--- src/rtl/timer_ctrl_pkg.sv ---
// Shared definitions for the 8051 timer 0/1 engine: SFR byte addresses,
// TMOD/TCON field positions and the per-timer mode encoding.
package timer_ctrl_pkg;

  localparam logic [7:0] SFR_TMOD = 8'h89;
  localparam logic [7:0] SFR_TL0  = 8'h8A;
  localparam logic [7:0] SFR_TL1  = 8'h8B;
  localparam logic [7:0] SFR_TH0  = 8'h8C;
  localparam logic [7:0] SFR_TH1  = 8'h8D;

  // TMOD field positions (mode fields are 2 bits wide starting at the LSB given)
  localparam int unsigned TMOD_GATE1 = 7;
  localparam int unsigned TMOD_CT1   = 6;
  localparam int unsigned TMOD_M1    = 4;
  localparam int unsigned TMOD_GATE0 = 3;
  localparam int unsigned TMOD_CT0   = 2;
  localparam int unsigned TMOD_M0    = 0;

  // TCON run bits
  localparam int unsigned TCON_TR0 = 4;
  localparam int unsigned TCON_TR1 = 6;

  typedef enum logic [1:0] {
    MODE_13BIT  = 2'd0,
    MODE_16BIT  = 2'd1,
    MODE_RELOAD = 2'd2,
    MODE_SPLIT  = 2'd3
  } timer_mode_t;

  function automatic timer_mode_t to_mode(input logic [1:0] m);
    return timer_mode_t'(m);
  endfunction

endpackage

--- src/rtl/timer_cnt8x2.sv ---
// One TH/TL counter pair with 13-bit, 16-bit and 8-bit auto-reload modes.
// Mode 3 holds the count; the split behaviour of timer 0 is built by the
// parent through the byte write ports.
module timer_cnt8x2
  import timer_ctrl_pkg::*;
(
  input  logic       clock,
  input  logic       reset,
  input  logic [1:0] mode,
  input  logic       inc,
  input  logic       tl_we,
  input  logic       th_we,
  input  logic [7:0] tl_wdata,
  input  logic [7:0] th_wdata,
  output logic [7:0] tl,
  output logic [7:0] th,
  output logic       ovf
);

  timer_mode_t mode_e;
  logic [7:0]  tl_nxt;
  logic [7:0]  th_nxt;
  logic        ovf_cnt;

  assign mode_e = to_mode(mode);

  // Next count per mode; a byte write overrides that byte only, and any
  // write to the pair cancels the overflow for this cycle.
  always_comb begin
    tl_nxt  = tl;
    th_nxt  = th;
    ovf_cnt = 1'b0;
    if (inc) begin
      case (mode_e)
        MODE_13BIT: begin
          tl_nxt = {tl[7:5], tl[4:0] + 5'd1};
          if (tl[4:0] == 5'h1F) begin
            th_nxt  = th + 8'd1;
            ovf_cnt = (th == 8'hFF);
          end
        end
        MODE_16BIT: begin
          tl_nxt = tl + 8'd1;
          if (tl == 8'hFF) begin
            th_nxt  = th + 8'd1;
            ovf_cnt = (th == 8'hFF);
          end
        end
        MODE_RELOAD: begin
          if (tl == 8'hFF) begin
            tl_nxt  = th;
            ovf_cnt = 1'b1;
          end else begin
            tl_nxt = tl + 8'd1;
          end
        end
        default: ;
      endcase
    end
    if (tl_we) tl_nxt = tl_wdata;
    if (th_we) th_nxt = th_wdata;
    ovf = ovf_cnt & ~(tl_we | th_we);
  end

  // Count registers
  always_ff @(posedge clock or posedge reset) begin
    if (reset) begin
      tl <= '0;
      th <= '0;
    end else begin
      tl <= tl_nxt;
      th <= th_nxt;
    end
  end

endmodule

--- src/rtl/timer_ctrl.sv ---
// 8051 Timer 0/1 engine: TMOD and the TL/TH registers, machine-cycle
// prescaler, pin synchronizers, gate/counter qualification, the timer 0
// mode-3 split, and registered one-clock overflow pulses.
module timer_ctrl
  import timer_ctrl_pkg::*;
#(
  parameter int unsigned PRESCALE = 12
)
(
  input  logic       clock,
  input  logic       reset,
  input  logic [7:0] data_in,
  input  logic [7:0] addr,
  input  logic       wr_en,
  input  logic       wr_bit_en,
  input  logic [7:0] tcon_data,
  input  logic       t0_pin,
  input  logic       t1_pin,
  input  logic       int0_n,
  input  logic       int1_n,
  output logic [7:0] tmod_data,
  output logic [7:0] tl0_data,
  output logic [7:0] th0_data,
  output logic [7:0] tl1_data,
  output logic [7:0] th1_data,
  output logic       tf0_set,
  output logic       tf1_set,
  output logic       t1_ovf
);

  localparam logic [7:0] PRE_LAST = 8'(PRESCALE - 1);

  logic [7:0] pre_cnt;
  logic       tick;
  logic [7:0] tmod_q;
  logic [3:0] sync1, sync2;   // {int1_n, int0_n, t1_pin, t0_pin}
  logic [1:0] t_prev;         // T pins as seen at the previous tick
  logic       fall0, fall1;
  logic       byte_wr, wr_tmod, wr_tl0, wr_th0, wr_tl1, wr_th1;
  logic       inc0, inc1, split;
  logic       tl0_split_inc, th0_split_inc;
  logic       t0_tl_we, t0_th_we;
  logic [7:0] t0_tl_wd, t0_th_wd;
  logic       t0_cnt_ovf, t1_cnt_ovf;
  logic       tf0_raw, tf1_raw;
  logic       unused_tcon;

  assign unused_tcon = ^{tcon_data[7], tcon_data[5], tcon_data[3:0]};

  assign tick = (pre_cnt == PRE_LAST);

  // Free-running machine-cycle prescaler
  always_ff @(posedge clock or posedge reset) begin
    if (reset)     pre_cnt <= '0;
    else if (tick) pre_cnt <= '0;
    else           pre_cnt <= pre_cnt + 8'd1;
  end

  // Two-flop synchronizers (idle high) and per-tick T pin history
  always_ff @(posedge clock or posedge reset) begin
    if (reset) begin
      sync1  <= '1;
      sync2  <= '1;
      t_prev <= '1;
    end else begin
      sync1 <= {int1_n, int0_n, t1_pin, t0_pin};
      sync2 <= sync1;
      if (tick) t_prev <= sync2[1:0];
    end
  end

  assign fall0 = t_prev[0] & ~sync2[0];
  assign fall1 = t_prev[1] & ~sync2[1];

  assign byte_wr = wr_en & ~wr_bit_en;
  assign wr_tmod = byte_wr & (addr == SFR_TMOD);
  assign wr_tl0  = byte_wr & (addr == SFR_TL0);
  assign wr_th0  = byte_wr & (addr == SFR_TH0);
  assign wr_tl1  = byte_wr & (addr == SFR_TL1);
  assign wr_th1  = byte_wr & (addr == SFR_TH1);

  // TMOD register
  always_ff @(posedge clock or posedge reset) begin
    if (reset)        tmod_q <= '0;
    else if (wr_tmod) tmod_q <= data_in;
  end

  assign tmod_data = tmod_q;

  assign inc0 = tick & tcon_data[TCON_TR0] & (~tmod_q[TMOD_GATE0] | sync2[2])
              & (tmod_q[TMOD_CT0] ? fall0 : 1'b1);
  assign inc1 = tick & tcon_data[TCON_TR1] & (~tmod_q[TMOD_GATE1] | sync2[3])
              & (tmod_q[TMOD_CT1] ? fall1 : 1'b1);

  // Mode-3 split: the pair is held in mode 3, so TL0 and TH0 are advanced
  // through the write ports instead, with SFR writes taking priority.
  assign split         = (to_mode(tmod_q[TMOD_M0 +: 2]) == MODE_SPLIT);
  assign tl0_split_inc = split & inc0;
  assign th0_split_inc = split & tick & tcon_data[TCON_TR1];
  assign t0_tl_we      = wr_tl0 | tl0_split_inc;
  assign t0_th_we      = wr_th0 | th0_split_inc;
  assign t0_tl_wd      = wr_tl0 ? data_in : tl0_data + 8'd1;
  assign t0_th_wd      = wr_th0 ? data_in : th0_data + 8'd1;

  timer_cnt8x2 u_timer0 (
    .clock    (clock),
    .reset    (reset),
    .mode     (tmod_q[TMOD_M0 +: 2]),
    .inc      (inc0),
    .tl_we    (t0_tl_we),
    .th_we    (t0_th_we),
    .tl_wdata (t0_tl_wd),
    .th_wdata (t0_th_wd),
    .tl       (tl0_data),
    .th       (th0_data),
    .ovf      (t0_cnt_ovf)
  );

  timer_cnt8x2 u_timer1 (
    .clock    (clock),
    .reset    (reset),
    .mode     (tmod_q[TMOD_M1 +: 2]),
    .inc      (inc1),
    .tl_we    (wr_tl1),
    .th_we    (wr_th1),
    .tl_wdata (data_in),
    .th_wdata (data_in),
    .tl       (tl1_data),
    .th       (th1_data),
    .ovf      (t1_cnt_ovf)
  );

  assign tf0_raw = split ? (tl0_split_inc & ~wr_tl0 & (tl0_data == 8'hFF)) : t0_cnt_ovf;
  assign tf1_raw = split ? (th0_split_inc & ~wr_th0 & (th0_data == 8'hFF)) : t1_cnt_ovf;

  // One-clock overflow pulses, aligned with the updated count
  always_ff @(posedge clock or posedge reset) begin
    if (reset) begin
      tf0_set <= 1'b0;
      tf1_set <= 1'b0;
      t1_ovf  <= 1'b0;
    end else begin
      tf0_set <= tf0_raw;
      tf1_set <= tf1_raw;
      t1_ovf  <= t1_cnt_ovf;
    end
  end

endmodule

--- config.mk ---
export PLATFORM = sky130hd
export DESIGN_NAME = timer_ctrl
export DESIGN_NICKNAME = d
export VERILOG_FILES = /design/src/rtl/timer_ctrl_pkg.sv /design/src/rtl/timer_cnt8x2.sv /design/src/rtl/timer_ctrl.sv
export SDC_FILE = /design/constraint.sdc
export NUM_CORES = 1
export LEC_CHECK = 0
export CAP_MARGIN = 40
export CORE_ASPECT_RATIO = 1.25
export CORE_MARGIN = 2
export CORE_UTILIZATION = 45
export CTS_CLUSTER_SIZE = 14
export DETAILED_ROUTE_END_ITERATION = 6
export GPL_TIMING_DRIVEN = 0
export PLACE_DENSITY = 0.74
export SYNTH_ARGS = -nofsm -noshare
export SYNTH_HDL_FRONTEND = slang
export SYNTH_SLANG_ARGS = --single-unit
--- constraint.sdc ---
create_clock -name clock -period 2.3 [get_ports clock]
set_input_delay 0.23 -clock clock [delete_from_list [all_inputs] [get_ports clock]]
set_output_delay 0.23 -clock clock [all_outputs]
set_load 0.01 [all_outputs]
==> results of run 1 <==
==> power by group <==
part,switching (mW),internal [mW]
logic,0.343,0.365
registers,0.147,1.17
clock network,0.480,0.503
==> layout make-up <==
class	instances	area share, %
Sequential cell	61	30.6
Multi-Input combinational cell	335	43.8
Clock inverter	7	1.51
Tap cell	97	2.40
Buffer	11	1.09
Timing Repair Buffer	89	16.8
Clock buffer	9	2.45
Inverter	18	1.34
==> cells in the mapped netlist, types with 2 or more instances <==
| cell | count | area (µm²) |
|---|---|---|
| nand2_1 | 47 | 176 |
| and2_1 | 3 | 18.8 |
| o22ai_1 | 11 | 68.8 |
| a2111o_1 | 2 | 22.5 |
| xnor2_1 | 7 | 61.3 |
| o221ai_1 | 2 | 17.5 |
| or4_1 | 4 | 30.0 |
| xor2_1 | 4 | 35.0 |
| nand3_1 | 25 | 125 |
| a221oi_1 | 2 | 17.5 |
| and4_1 | 2 | 17.5 |
| nor4b_1 | 2 | 17.5 |
| and3_1 | 9 | 56.3 |
| nor4_1 | 7 | 43.8 |
| o31ai_1 | 6 | 45.0 |
| ha_1 | 16 | 200 |
| a211oi_1 | 3 | 22.5 |
| o21ai_0 | 29 | 145 |
| a211o_1 | 2 | 17.5 |
| clkbuf_1 | 12 | 45.0 |
| nor2b_1 | 3 | 18.8 |
| or4b_1 | 2 | 20.0 |
| or2_2 | 7 | 43.8 |
| and3b_1 | 2 | 17.5 |
| a21oi_1 | 9 | 45.0 |
| a31oi_1 | 26 | 163 |
| nand4_1 | 9 | 56.3 |
| mux2i_1 | 6 | 60.1 |
| inv_1 | 17 | 63.8 |
| dfrtp_1 | 51 | 1280 |
| nor3_1 | 11 | 55.1 |
| nor2_1 | 34 | 128 |
| nand3b_1 | 2 | 15.0 |
| dfstp_2 | 10 | 263 |
| nand2b_1 | 3 | 18.8 |
| mux2_2 | 4 | 45.0 |
| or3_1 | 12 | 75.1 |
==> per-stage QoR <==
stage / worst slack (ps) / util (%) / hold WS (ps) / cells / cell area, µm²
global route: -66.5 / 61.7 / 291 / 627 / 5060
finish: 65.0 / 61.7 / 291 / 627 / 5060
detailed placement: -398 / 56.3 / 350 / 596 / 4610
floorplan: 22.7 / - / 234 / 428 / 3770
global placement: -722 / 55.8 / 346 / 593 / 4580
CTS: 0.633 / 59.7 / 281 / 616 / 4890
==> worst reg2reg max path, cell delays in order, from the launching register on <==
cell and delay [ps]:
dfrtp_2 420, ha_4 180, and3_4 200, ha_4 140
mux2i_1 70, o41a_1 490, buf_6 180, or3_1 340
a31oi_1 160
==> flip-flops by register name, summed over array words and instances (netlist names) <==
register and cells:
u_timer1.tl 8, u_timer0.tl 8, tmod_data 8, u_timer1.th 8, t_prev 2, tf1_set 1, sync2 4, pre_cnt 8
sync1 4, u_timer0.th 8, tf0_set 1, t1_ovf 1
==> metal layers <==
layer	GRT usage [%]	wire, µm	vias to the layer above
met5	0	0	-
met4	14.9	528	0
met3	5.20	663	38
met2	45.6	6180	162
met1	32.3	4890	1868
li1	-	-	1795
==> what timing repair did <==
action | CTS | global route
pin swaps | 10 | 10
endpoints found under the hold margin | 0 | 0
setup endpoints to repair | 24 | 32
gates cloned | 1 | 0
setup buffers | 3 | 14
resized for setup | 15 | 24
==> path summary, 6_finish.rpt <==
kind	slack [ps]	from	endpoint
min reg2reg	360	sync1[1]	sync2[1]
max	70	u_timer0.tl[0]	u_timer0.th[2]
max reg2reg	70	u_timer0.tl[0]	u_timer0.th[2]
max in group asynchronous	1330	reset	t_prev[1]
min	290	t1_pin	sync1[1]
min in group asynchronous	300	reset	u_timer1.th[3]
==> cell families (layout without fill, tap and decap cells) <==
group / after synthesis / count (layout) / synth area share, %
xor+xnor: 11 / 11 / 2.55
simple gates: 190 / 190 / 26.4
buf+inv: 32 / 134 / 3.48
mux: 10 / 10 / 2.79
fa+ha+maj: 16 / 16 / 5.31
flops: 61 / 61 / 40.8
compound gates: 108 / 108 / 18.7
==> impl_metrics.csv, run 1 <==
group,metric,value,unit
clock_tree,root_buffer,"clkbuf_8",
final_layout,multi_input_area,0.00222,mm²
power,power,3.01,mW
setup_path,cp_slowest_cell,"o41a_1",
worst_hold_path,worstHoldPathType,"primary input to flop",
setup_path,r2r_cells,8,
power,peakVddDrop,0.000378,V
clock_tree,clockBufferDepth,2,
synthesis,synth_seq_cells,61,
clock_tree,cts.clk_slew.worst_paths,80,ps
synthesis,synth_fp_nets,476,
final_layout,seqCellArea,0.00155,mm²
floorplanning,core,0.00819,mm²
final_layout,antennaDiodeCount,0,
routing,drt_iter0_drc,450,
floorplanning,dieArea,0.00913,mm²
final_layout,fillCellCount,710,
setup_path,critical_path_depth,8,
global_route,antenna_found_initial,0,
routing,postRouteAntennaNets,0,
sta,max_slew_margin,40.3,%
sta,hold_viol_final,0,
sta,finalCritPeriodShare,97.2,%
power,p_leak,2.00,nW
job,cap_violations,0,
global_route,grt-ovfl-total,0,
synthesis,synth_cells,428,
sta,fin_setup_tns,0,ps
routing,vias,3863,
global_route,grtUsageTotal,27.1,%
synthesis,synth_area,0.00377,mm²
synthesis,ys_async_sr_fraction,100,%
placed_design,portBuffers,68,
floorplanning,ios,75,
setup_path,cp_top_family,"compound AO/OA/AOI/OAI gates",
setup_path,cp.required,2570,ps
setup_path,startpoint_type,"flop",
setup_path,worst-path-buf-inv,1,
routing,vias_per_cell,6.16,
floorplanning,row_count,37,
clock_tree,postCtsHoldBufs,0,
sta,tightestPinTransition,896,ps
final_layout,layout_commonest_cell,"clkdlybuf4s50_1",
setup_path,crit_chain,"ha_4 > and3_4 > ha_4 > mux2i_1 > o41a_1 > buf_6 > or3_1 > a31oi_1",
final_layout,synthToLayoutAreaGrowth,34.2,%
setup_path,slowest_delay,490,ps
sta,finalClockSkew,5.29,ps
synthesis,avgSynthCellArea,8.81,µm²
setup_path,cpMostUsedCell,"ha_4",
global_route,grt_max_degree,33,
routing,drc,8,
routing,wl_per_cell,19.6,µm
sta,finalSetupViolCount,0,
global_route,grt_pass1_vias,3789,
final_layout,final_cell_mix,"clkdlybuf4s50_1 (68), nand2_1 (47), dfrtp_1 (44)",
worst_hold_path,whs_path_depth,1,
synthesis,synth_warnings,0,
clock_tree,clock_sinks,61,
synthesis,ys_seq_area_share,40.8,%
global_route,grt_pass1_wl,19.1,mm
setup_path,path_class,"flop to flop",
placed_design,gp_congestion,0.936,
synthesis,synth.distinct_cells,62,
power,p_per_area,594,mW/mm²
synthesis,synth_edf_count,0,
clock_tree,insertion_delay,340,ps
final_layout,drive_gt1_share,17.0,%
placed_design,dpl.hpwl,8.67,mm
clock_tree,cts_buffers,9,
floorplanning,initial_core_util,46.0,%
run_status,run_status,"finished with violations",
clock_tree,htree_levels,3,
setup_path,worst_setup_path_end_kind,"flop",
run_status,violations,"design-rule violations",
setup_path,worstPathArrival,2500,ps
sta,clock.fmax,0.447,GHz
final_layout,layout.nets,573,
sta,slew_violations,0,
floorplanning,die_w,85.9,µm
floorplanning,die_height,106,µm
routing,wl,12.3,mm
sta,finalCriticalPeriod,2230,ps
sta,grt_setup_unrepaired,"yes",
setup_path,cp_max_fo,6,
routing,firstDrtPassIters,7,
synthesis,synth_flop_cell,"dfrtp_1",
clock_tree,cts_tree,"yes",
(Power assumes the default switching activity.)
==> run 2, diff against run 1 <==
--- a/config.mk
+++ b/config.mk
@@ -13,6 +13,7 @@
 export DETAILED_ROUTE_END_ITERATION = 6
 export GPL_TIMING_DRIVEN = 0
 export PLACE_DENSITY = 0.74
+export SLEW_MARGIN = 20
 export SYNTH_ARGS = -nofsm -noshare
 export SYNTH_HDL_FRONTEND = slang
 export SYNTH_SLANG_ARGS = --single-unit
==> constraint.sdc (replaced) <==
create_clock -name clock -period 2.3 [get_ports clock]
set_input_delay 0.23 -clock clock [delete_from_list [all_inputs] [get_ports clock]]
set_output_delay 0.23 -clock clock [all_outputs]
set_load 0.005 [all_outputs]
==> impl_metrics.csv, run 2 (synthesized netlist as in run 1, its figures left out) <==
group,metric,value,unit
job,cap_violations,0,
setup_path,cpMostUsedCell,"ha_4",
setup_path,path_class,"flop to flop",
clock_tree,clockBufferDepth,2,
final_layout,layout.nets,569,
floorplanning,die_height,106,µm
placed_design,post-place-ws,-391,ps
clock_tree,root_buffer,"clkbuf_8",
final_layout,layout_commonest_cell,"clkdlybuf4s50_1",
setup_path,cp.required,2560,ps
power,power,2.96,mW
clock_tree,cts_tree,"yes",
sta,slew_violations,0,
routing,wl_met3,654,µm
routing,drc,8,
setup_path,crit_chain,"ha_4 > and3_4 > ha_4 > mux2i_1 > o41a_1 > or4_1 > a31oi_1",
global_route,grtUsageTotal,26.4,%
worst_hold_path,worstHoldPathType,"primary input to asynchronous set/reset pin",
setup_path,regToRegSetupSlack,60,ps
power,p_per_area,592,mW/mm²
floorplanning,core,0.00819,mm²
power,p_leak,2.00,nW
sta,tightestPinTransition,771,ps
sta,max_slew_margin,48.6,%
final_layout,final_cell_mix,"clkdlybuf4s50_1 (68), nand2_1 (47), dfrtp_1 (47)",
global_route,grt-ovfl-total,0,
routing,wl_met1,4.76,mm
setup_path,cp_max_fo,6,
sta,setup_ws,64.7,ps
run_status,violations,"design-rule violations",
placed_design,dp.cells,595,
final_layout,antennaDiodeCount,0,
routing,vias_per_cell,6.16,
setup_path,cp_slowest_cell,"o41a_1",
routing,wl,11.9,mm
setup_path,startpoint_type,"flop",
global_route,antenna_found_initial,0,
floorplanning,initial_core_util,46.0,%
global_route,grt_pass1_wl,18.5,mm
placed_design,gp_congestion,0.923,
sta,finalClockSkew,15.5,ps
setup_path,slowest_delay,520,ps
setup_path,worst_setup_path_end_kind,"flop",
clock_tree,cts.clk_slew.worst_paths,70,ps
final_layout,final_cells,623,
routing,firstDrtPassIters,7,
setup_path,worstPathArrival,2500,ps
sta,clock.fmax,0.447,GHz
floorplanning,dieArea,0.00913,mm²
routing,route.met2.wl,6.04,mm
sta,fin_setup_tns,0,ps
power,peakVddDrop,0.000380,V
final_layout,synthToLayoutAreaGrowth,32.8,%
clock_tree,cts_buffers,9,
run_status,run_status,"finished with violations",
floorplanning,ios,75,
routing,highest_layer,"met4",
routing,vias,3837,
sta,finalCritPeriodShare,97.2,%
clock_tree,clock_sinks,61,
routing,wl_per_cell,19.2,µm
final_layout,drive_gt1_share,15.4,%
routing,drt_iter0_drc,222,
sta,finalCriticalPeriod,2240,ps
clock_tree,insertion_delay,350,ps
placed_design,dpl.hpwl,8.78,mm
floorplanning,die_w,85.9,µm
sta,hold_viol_final,0,
floorplanning,row_count,37,
placed_design,portBuffers,68,
routing,postRouteAntennaNets,0,
clock_tree,htree_levels,3,
sta,finalSetupViolCount,0,
global_route,grt_max_degree,42,
global_route,grt_pass1_vias,3636,
-- run 2: changes by cell type in the layout (fill, tap and decap cells not counted), sizes merged --
cell,previous run,this run
clkbuf,19,20
clkinv,5,6
buf,21,18
clkinvlp,2,0
clkdlybuf4s15,1,0
-- run 2: critical path: cells and delay by family (launching register included) --
kind                     cells  cell delay, ps
flip-flops                   1             420
multiplexers                 1              70
adder cells (fa/ha/maj)      2             310
AND/OR/NAND/NOR              2             620
AO/OA/AOI/OAI                2             720
-- run 2: final cells by class --
class | count | area, µm²
Clock buffer | 10 | 138
Buffer | 12 | 62.6
Sequential cell | 61 | 1540
Tap cell | 97 | 121
Multi-Input combinational cell | 335 | 2210
Fill cell | 707 | 3180
Inverter | 18 | 70.1
Clock inverter | 6 | 62.6
Timing Repair Buffer | 84 | 806
-- run 2: stage by stage --
stage               hold WS [ps]  area (µm²)  util (%)
floorplan                    234        3770         -
CTS                          183        4910      59.9
global placement             345        4570      55.8
global route                 211        5010      61.1
detailed placement           347        4600      56.2
finish                       183        5010      61.1
-- run 2: where the power goes --
| part | total, mW | switching [mW] | internal, mW |
|---|---|---|---|
| logic | 0.675 | 0.315 | 0.361 |
| clock network | 0.968 | 0.441 | 0.527 |
| registers | 1.32 | 0.149 | 1.17 |
| total | 2.96 | 0.905 | 2.06 |
-- run 2: metal layers --
metal	vias up	track usage (%)
li1	1790	-
met1	1844	31.4
met2	169	44.7
met3	34	4.50
met4	0	14.2
met5	-	0
-- run 2: final timing paths --
kind,to,from,cells past startpoint
max reg2reg,u_timer0.th[7],u_timer0.tl[0],7
min in group clock,sync1[0],t0_pin,1
min,tmod_data[2],reset,2
max,u_timer0.th[7],u_timer0.tl[0],7
max in group asynchronous,t_prev[1],reset,3
min reg2reg,sync2[0],sync1[0],0
-- run 2: repair_timing --
action	4_1_cts	5_1_grt
pin swaps	9	8
cloned	1	0
resized for setup	14	20
hold buffers	0	0
endpoints found under the setup margin	19	34
buffers inserted	6	6
